$ cat src/rtl/alu_issue_stage_if.sv
// Handshake and datapath bundle between decode, the ALU issue stage, the ALU and the memory stage.
// The stage uses the slave view and its surroundings use the master view.
interface alu_issue_stage_if;
  logic        in_valid;
  logic        in_ready;
  logic [2:0]  in_operator;
  logic [4:0]  in_rs;
  logic [4:0]  in_rt;
  logic [4:0]  in_rd;
  logic [31:0] in_rs_value;
  logic [31:0] in_rt_value;
  logic [31:0] in_immediate;
  logic        in_use_immediate;
  logic        flush;
  logic        wb_write_enable;
  logic [4:0]  wb_rd;
  logic [31:0] wb_value;
  logic [31:0] alu_operand1;
  logic [31:0] alu_operand2;
  logic [2:0]  alu_operator;
  logic [31:0] alu_result;
  logic        out_valid;
  logic        out_ready;
  logic [31:0] out_result;
  logic [4:0]  out_rd;

  modport slave (
    input  in_valid, in_operator, in_rs, in_rt, in_rd, in_rs_value, in_rt_value,
    input  in_immediate, in_use_immediate, flush,
    input  wb_write_enable, wb_rd, wb_value,
    input  alu_result, out_ready,
    output in_ready, alu_operand1, alu_operand2, alu_operator,
    output out_valid, out_result, out_rd
  );

  modport master (
    output in_valid, in_operator, in_rs, in_rt, in_rd, in_rs_value, in_rt_value,
    output in_immediate, in_use_immediate, flush,
    output wb_write_enable, wb_rd, wb_value,
    output alu_result, out_ready,
    input  in_ready, alu_operand1, alu_operand2, alu_operator,
    input  out_valid, out_result, out_rd
  );
endinterface

$ cat src/rtl/alu_issue_stage.sv
// Two-entry integer execute stage: issue register A (ID/EX) feeding the ALU, result register B (EX/MEM)
// feeding the memory stage, with writeback and B->A operand bypassing.
module alu_issue_stage (
  input logic          clock,
  input logic          reset,
  alu_issue_stage_if.slave bus
);
  typedef logic [31:0] int_t;

  logic       valid_a;
  logic [2:0] operator_a;
  logic [4:0] rs_a;
  logic [4:0] rt_a;
  logic [4:0] rd_a;
  int_t       rs_value_a;
  int_t       rt_value_a;
  int_t       immediate_a;
  logic       use_immediate_a;

  logic       valid_b;
  int_t       result_b;
  logic [4:0] rd_b;

  logic advance_a;
  logic advance_b;
  logic accept;
  int_t src1;
  int_t src2;

  // Register 0 is hardwired to zero, so it never matches a forwarding source.
  function automatic logic wb_match(input logic [4:0] idx, input logic we, input logic [4:0] wrd);
    return we && (wrd == idx) && (idx != 5'd0);
  endfunction

  assign advance_b    = !valid_b || bus.out_ready;
  assign advance_a    = valid_a && advance_b;
  assign bus.in_ready = (!valid_a || advance_a) && !bus.flush;
  assign accept       = bus.in_valid && bus.in_ready;

  // B holds the youngest older result, so it outranks the writeback port.
  always_comb begin
    src1 = rs_value_a;
    if (valid_b && (rd_b == rs_a) && (rs_a != 5'd0)) begin
      src1 = result_b;
    end else if (wb_match(rs_a, bus.wb_write_enable, bus.wb_rd)) begin
      src1 = bus.wb_value;
    end
    src2 = rt_value_a;
    if (valid_b && (rd_b == rt_a) && (rt_a != 5'd0)) begin
      src2 = result_b;
    end else if (wb_match(rt_a, bus.wb_write_enable, bus.wb_rd)) begin
      src2 = bus.wb_value;
    end
  end

  assign bus.alu_operand1 = src1;
  assign bus.alu_operand2 = use_immediate_a ? immediate_a : src2;
  assign bus.alu_operator = operator_a;

  // A stalled entry keeps absorbing writebacks so it never leaves with a stale operand.
  always_ff @(posedge clock or posedge reset) begin
    if (reset) begin
      valid_a         <= 1'b0;
      operator_a      <= 3'd0;
      rs_a            <= 5'd0;
      rt_a            <= 5'd0;
      rd_a            <= 5'd0;
      rs_value_a      <= '0;
      rt_value_a      <= '0;
      immediate_a     <= '0;
      use_immediate_a <= 1'b0;
    end else if (accept) begin
      valid_a         <= 1'b1;
      operator_a      <= bus.in_operator;
      rs_a            <= bus.in_rs;
      rt_a            <= bus.in_rt;
      rd_a            <= bus.in_rd;
      rs_value_a      <= wb_match(bus.in_rs, bus.wb_write_enable, bus.wb_rd) ? bus.wb_value : bus.in_rs_value;
      rt_value_a      <= wb_match(bus.in_rt, bus.wb_write_enable, bus.wb_rd) ? bus.wb_value : bus.in_rt_value;
      immediate_a     <= bus.in_immediate;
      use_immediate_a <= bus.in_use_immediate;
    end else if (bus.flush || advance_a) begin
      valid_a <= 1'b0;
    end else if (valid_a) begin
      if (wb_match(rs_a, bus.wb_write_enable, bus.wb_rd)) begin
        rs_value_a <= bus.wb_value;
      end
      if (wb_match(rt_a, bus.wb_write_enable, bus.wb_rd)) begin
        rt_value_a <= bus.wb_value;
      end
    end
  end

  // A flushed entry that would have advanced is dropped instead of landing in B.
  always_ff @(posedge clock or posedge reset) begin
    if (reset) begin
      valid_b  <= 1'b0;
      result_b <= '0;
      rd_b     <= 5'd0;
    end else if (advance_a && !bus.flush) begin
      valid_b  <= 1'b1;
      result_b <= bus.alu_result;
      rd_b     <= rd_a;
    end else if (advance_b) begin
      valid_b <= 1'b0;
    end
  end

  assign bus.out_valid  = valid_b;
  assign bus.out_result = result_b;
  assign bus.out_rd     = rd_b;
endmodule

$ cat src/flat_wrapper.sv
// flat-port wrapper written by rule: the top's interface ports become plain ports
module alu_issue_stage_flat 
  (clock, reset, bus_in_valid, bus_in_operator, bus_in_rs, bus_in_rt, bus_in_rd, bus_in_rs_value, bus_in_rt_value, bus_in_immediate, bus_in_use_immediate, bus_flush, bus_wb_write_enable, bus_wb_rd, bus_wb_value, bus_alu_result, bus_out_ready, bus_in_ready, bus_alu_operand1, bus_alu_operand2, bus_alu_operator, bus_out_valid, bus_out_result, bus_out_rd);
  alu_issue_stage_if bus_i ();
  input logic clock;
  input logic reset;
  input wire logic [$bits(bus_i.in_valid)-1:0] bus_in_valid;
  input wire logic [$bits(bus_i.in_operator)-1:0] bus_in_operator;
  input wire logic [$bits(bus_i.in_rs)-1:0] bus_in_rs;
  input wire logic [$bits(bus_i.in_rt)-1:0] bus_in_rt;
  input wire logic [$bits(bus_i.in_rd)-1:0] bus_in_rd;
  input wire logic [$bits(bus_i.in_rs_value)-1:0] bus_in_rs_value;
  input wire logic [$bits(bus_i.in_rt_value)-1:0] bus_in_rt_value;
  input wire logic [$bits(bus_i.in_immediate)-1:0] bus_in_immediate;
  input wire logic [$bits(bus_i.in_use_immediate)-1:0] bus_in_use_immediate;
  input wire logic [$bits(bus_i.flush)-1:0] bus_flush;
  input wire logic [$bits(bus_i.wb_write_enable)-1:0] bus_wb_write_enable;
  input wire logic [$bits(bus_i.wb_rd)-1:0] bus_wb_rd;
  input wire logic [$bits(bus_i.wb_value)-1:0] bus_wb_value;
  input wire logic [$bits(bus_i.alu_result)-1:0] bus_alu_result;
  input wire logic [$bits(bus_i.out_ready)-1:0] bus_out_ready;
  output wire logic [$bits(bus_i.in_ready)-1:0] bus_in_ready;
  output wire logic [$bits(bus_i.alu_operand1)-1:0] bus_alu_operand1;
  output wire logic [$bits(bus_i.alu_operand2)-1:0] bus_alu_operand2;
  output wire logic [$bits(bus_i.alu_operator)-1:0] bus_alu_operator;
  output wire logic [$bits(bus_i.out_valid)-1:0] bus_out_valid;
  output wire logic [$bits(bus_i.out_result)-1:0] bus_out_result;
  output wire logic [$bits(bus_i.out_rd)-1:0] bus_out_rd;
  assign bus_i.in_valid = bus_in_valid;
  assign bus_i.in_operator = bus_in_operator;
  assign bus_i.in_rs = bus_in_rs;
  assign bus_i.in_rt = bus_in_rt;
  assign bus_i.in_rd = bus_in_rd;
  assign bus_i.in_rs_value = bus_in_rs_value;
  assign bus_i.in_rt_value = bus_in_rt_value;
  assign bus_i.in_immediate = bus_in_immediate;
  assign bus_i.in_use_immediate = bus_in_use_immediate;
  assign bus_i.flush = bus_flush;
  assign bus_i.wb_write_enable = bus_wb_write_enable;
  assign bus_i.wb_rd = bus_wb_rd;
  assign bus_i.wb_value = bus_wb_value;
  assign bus_i.alu_result = bus_alu_result;
  assign bus_i.out_ready = bus_out_ready;
  assign bus_in_ready = bus_i.in_ready;
  assign bus_alu_operand1 = bus_i.alu_operand1;
  assign bus_alu_operand2 = bus_i.alu_operand2;
  assign bus_alu_operator = bus_i.alu_operator;
  assign bus_out_valid = bus_i.out_valid;
  assign bus_out_result = bus_i.out_result;
  assign bus_out_rd = bus_i.out_rd;
  alu_issue_stage u_core (.clock(clock), .reset(reset), .bus(bus_i));
endmodule
$ cat config.mk
export PLATFORM = sky130hd
export DESIGN_NAME = alu_issue_stage_flat
export DESIGN_NICKNAME = d
export VERILOG_FILES = /design/src/rtl/alu_issue_stage_if.sv /design/src/rtl/alu_issue_stage.sv /design/src/flat_wrapper.sv
export SDC_FILE = /design/constraint.sdc
export NUM_CORES = 1
export LEC_CHECK = 0
export ABC_AREA = 1
export CAP_MARGIN = 20
export CORE_ASPECT_RATIO = 1.5
export CORE_MARGIN = 5
export CORE_UTILIZATION = 50
export DETAILED_ROUTE_END_ITERATION = 8
export DONT_BUFFER_PORTS = 1
export GPL_ROUTABILITY_DRIVEN = 0
export REMOVE_ABC_BUFFERS = 1
export SLEW_MARGIN = 20
export SYNTH_ARGS = -nofsm -noshare
export SYNTH_HDL_FRONTEND = slang
export SYNTH_SLANG_ARGS = --single-unit
$ cat constraint.sdc
create_clock -name clock -period 11.8 [get_ports clock]
set_clock_uncertainty 0.15 [all_clocks]
set_input_delay 2.36 -clock clock [delete_from_list [all_inputs] [get_ports clock]]
set_output_delay 2.36 -clock clock [all_outputs]
set_load 0.02 [all_outputs]
==> impl_results.md <==
* Outcome: finished clean
* Initial drt markers at 953
* Synth Instances at 1672
* Critical path's most frequent cell: nand2_1
* Synth Area in Compound Gates at 0.0305
* Crit path arrival time at 4.82 ns
* Adder-Cell Fraction of Synth Area at 0
* Post-CTS setup buffers at 0
* Area of the multi-input gates at 5590 um^2
* Die Height at 189 um
* Sequential share of the synthesized area at 0.361
* Clock net sink count at 154
* Non-filler cells, final at 1883
* Die X at 129 um
* Synth top area share at 0.361
* Fraction of the cycle the final worst path needs at 0.621
* CP cell instances: inv_2 -> nand2_1 -> nand3_1 -> nor2_4 -> buf_4 -> nand2_2 -> nand2_1 -> nand2_1 -> o21ai_0
* Die area at 24400 um^2
* Startpoint types: primary input
* Largest family of logic cells by synthesized area: simple AND/OR/NAND/NOR gates
* CP Buf/Inv Count at 2
* Max IR drop VDD at 105 uV
* Worst Slack Setup Final at 4.47 ns
* Cell Area, Placed at 10600 um^2
* CTS clk-pin slew, worst paths at 0.06 ns
* Setup TNS Final at 0 ns
* First-pass GRT wire length at 59.0 mm
* Fin area at 11300 um^2
* P_leak at 0.00635 uW
* Post-route ant nets at 0
* Share of cells above drive strength 1 at 0.0682
* RSZ-0062 raised after global routing: no
* Via count at 10800
* Final Max Tran Viols at 0
* Mapped Avg Cell Area at 6.38 um^2
* Data required, critical path at 9.29 ns
* FF+latch count, synth at 154
* Reg2reg setup slack at 8.64 ns
* Fillers at 2203
* Initial core utilization at 0.506
* CTS tree: built
* CP Capture Type: output pin
* First-pass DRT Iterations at 5
* WS Path Type: primary input to output pin
* GRT Residual Overflow at 0
* Top cells by area, synth: dfrtp_1 36%, nand2_1 27%, nand3_1 12%
* Slowest cell on the critical path: o21ai_0
* Max incr delay on CP at 0.68 ns
* Max_slew headroom at 0.242
* Mux cell area share after synthesis at 0.0338
* Cell Rows at 65
* Place WS at 4.54 ns
* Pwr/cell area at 172 nW/um^2
* Cell count along the critical path at 9
* Buffers on Ports at 0
* Async set or reset register ratio after synthesis at 1.00
* Syn Std Cell Area at 10700 um^2
* Routed vias/inst at 5.75
* Critical Path Fanout Max at 33
* Clock Latency Late Sink at 0.44 ns
* Max_cap viols at 0
* Hold Violations, Final at 0
* Largest net degree at the start of global routing at 86
* Post-Synth Simple-Gate Area at 0.448
* Core outline area at 21100 um^2
* Post-synth EDFFs at 0
* Synth Area in XOR/XNOR at 0.00575
* Post-DP HPWL at 22.6 mm
* Storage cell area at 3850 um^2
* Hold Buf Count CTS at 0
* Leading area contributor after synthesis: dfrtp_1
* Worst Tran Pin Value at 1.13 ns
* Final net count at 1791
* Htree depth at 4
* Cts bufs inserted at 17
* Initial antenna violation count at 2
* Post_cts resized at 0
* Boundary pin count at 296
* WL/cell at 20.1 um
* Area Growth Syn to Fin at 5.95%
* Post-synth top flop: dfrtp_1
* Vias in the first global route at 10700
* Gr usage total at 0.310
* Power Total at 1950 uW
* Final min period at 7.33 ns
* Worst Reg-to-Reg Cells at 12
* CTS root buf: clkbuf_16
* Hold Crit Depth at 2
* Number of remaining DRC errors at 0
* CTS max path bufs at 2
* Yosys cell types at 33
* # setup viols final at 0
* Fmax at 136 MHz
* Worst hold-check path type: flop to flop
* Synth warnings at 0
* Family with the most delay on the worst path: simple AND/OR/NAND/NOR gates
* Total Wirelength at 37.9 mm
* Cells after DPL at 1850
[stage by stage]
step | hold slack [ns] | util
final | 0.320 | 0.537
after CTS | 0.323 | 0.536
after floorplan | 0.292 | -
after global routing | 0.340 | 0.537
after detailed placement | 0.308 | 0.505
after global placement | 0.304 | 0.505
[final timing paths]
kind | from | to
worst max-delay path | bus_wb_rd[1] | bus_alu_operand1[0]
worst min-delay path | u_core.rd_a[1] | u_core.rd_a[1]
worst max register to register | u_core.bus.out_valid | u_core.rt_value_a[10]
worst min register to register | u_core.rd_a[1] | u_core.rd_a[1]
max in group asynchronous | reset | u_core.rt_a[1]
min in group asynchronous | reset | u_core.bus.out_result[19]
[logic make-up after synthesis]
group                  count (synthesis)
buffers and inverters                303
XOR/XNOR                               7
multiplexers                          32
AO/OA/AOI/OAI                         62
flip-flops                           154
AND/OR/NAND/NOR                     1114
[synth_stat cells, types with 2 or more instances]
| cell type | number |
|---|---|
| buf_2 | 52 |
| nand2_1 | 758 |
| nand4_1 | 66 |
| nand3b_1 | 9 |
| o21ai_0 | 16 |
| inv_1 | 185 |
| nor3_2 | 2 |
| mux2_2 | 32 |
| o21ai_1 | 34 |
| clkbuf_1 | 29 |
| nor2_2 | 4 |
| buf_4 | 11 |
| xnor2_1 | 3 |
| nand3_2 | 2 |
| nand2_2 | 2 |
| buf_6 | 6 |
| xor2_1 | 4 |
| a21oi_1 | 7 |
| nor2_4 | 4 |
| nor2_1 | 12 |
| dfrtp_1 | 154 |
| buf_1 | 7 |
| inv_2 | 12 |
| nand3_1 | 252 |
[tightest hold or removal path, stage by stage, from the launching register on]
cell     delay (ns)
dfrtp_1        0.34
nand2_1        0.05
nand2_1        0.05
[power breakdown]
part / switching (uW) / total (uW) / internal (uW) / leakage [uW]
combinational: 404 / 564 / 160 / 0.00411
clock: 228 / 635 / 406 / 0.000321
sequential: 119 / 747 / 628 / 0.00192
[flip-flops by register name, indices dropped and copies added, names as in the netlist]
register,flops
u_core.rs_value_a,32
u_core.valid_a,1
u_core.rt_a,5
u_core.rt_value_a,32
u_core.bus.alu_operator,3
u_core.bus.out_valid,1
u_core.rd_a,5
u_core.bus.out_rd,5
u_core.rs_a,5
u_core.bus.out_result,32
u_core.use_immediate_a,1
u_core.immediate_a,32
[per-layer routing]
layer	vias to the layer above	global-route usage	wire, um
met5	-	0	0
met4	0	0.106	837
met3	66	0.0734	3260
met2	503	0.529	19000
met1	5132	0.380	14800
li1	5119	-	-
[cell type report]
class / instances / area share
diodes: 2 / 0.000443
flip-flops and latches: 154 / 0.341
inverters: 198 / 0.0664
repair buffers: 15 / 0.00996
clock inverters: 8 / 0.0168
multi-input cells: 1215 / 0.494
clock buffers: 23 / 0.0414
well taps: 268 / 0.0297
[cells in the final DEF, fill, tap and decap left out, types with 15 or more instances in the layout]
cell type | synthesis | final
buf_4 | 11 | 15
clkbuf_16 | 0 | 17
dfrtp_1 | 154 | 153
inv_1 | 185 | 182
mux2_2 | 32 | 32
nand2_1 | 758 | 755
nand3_1 | 252 | 251
nand4_1 | 66 | 66
o21ai_0 | 16 | 16
o21ai_1 | 34 | 34
Power figures use the tool's default switching activity.
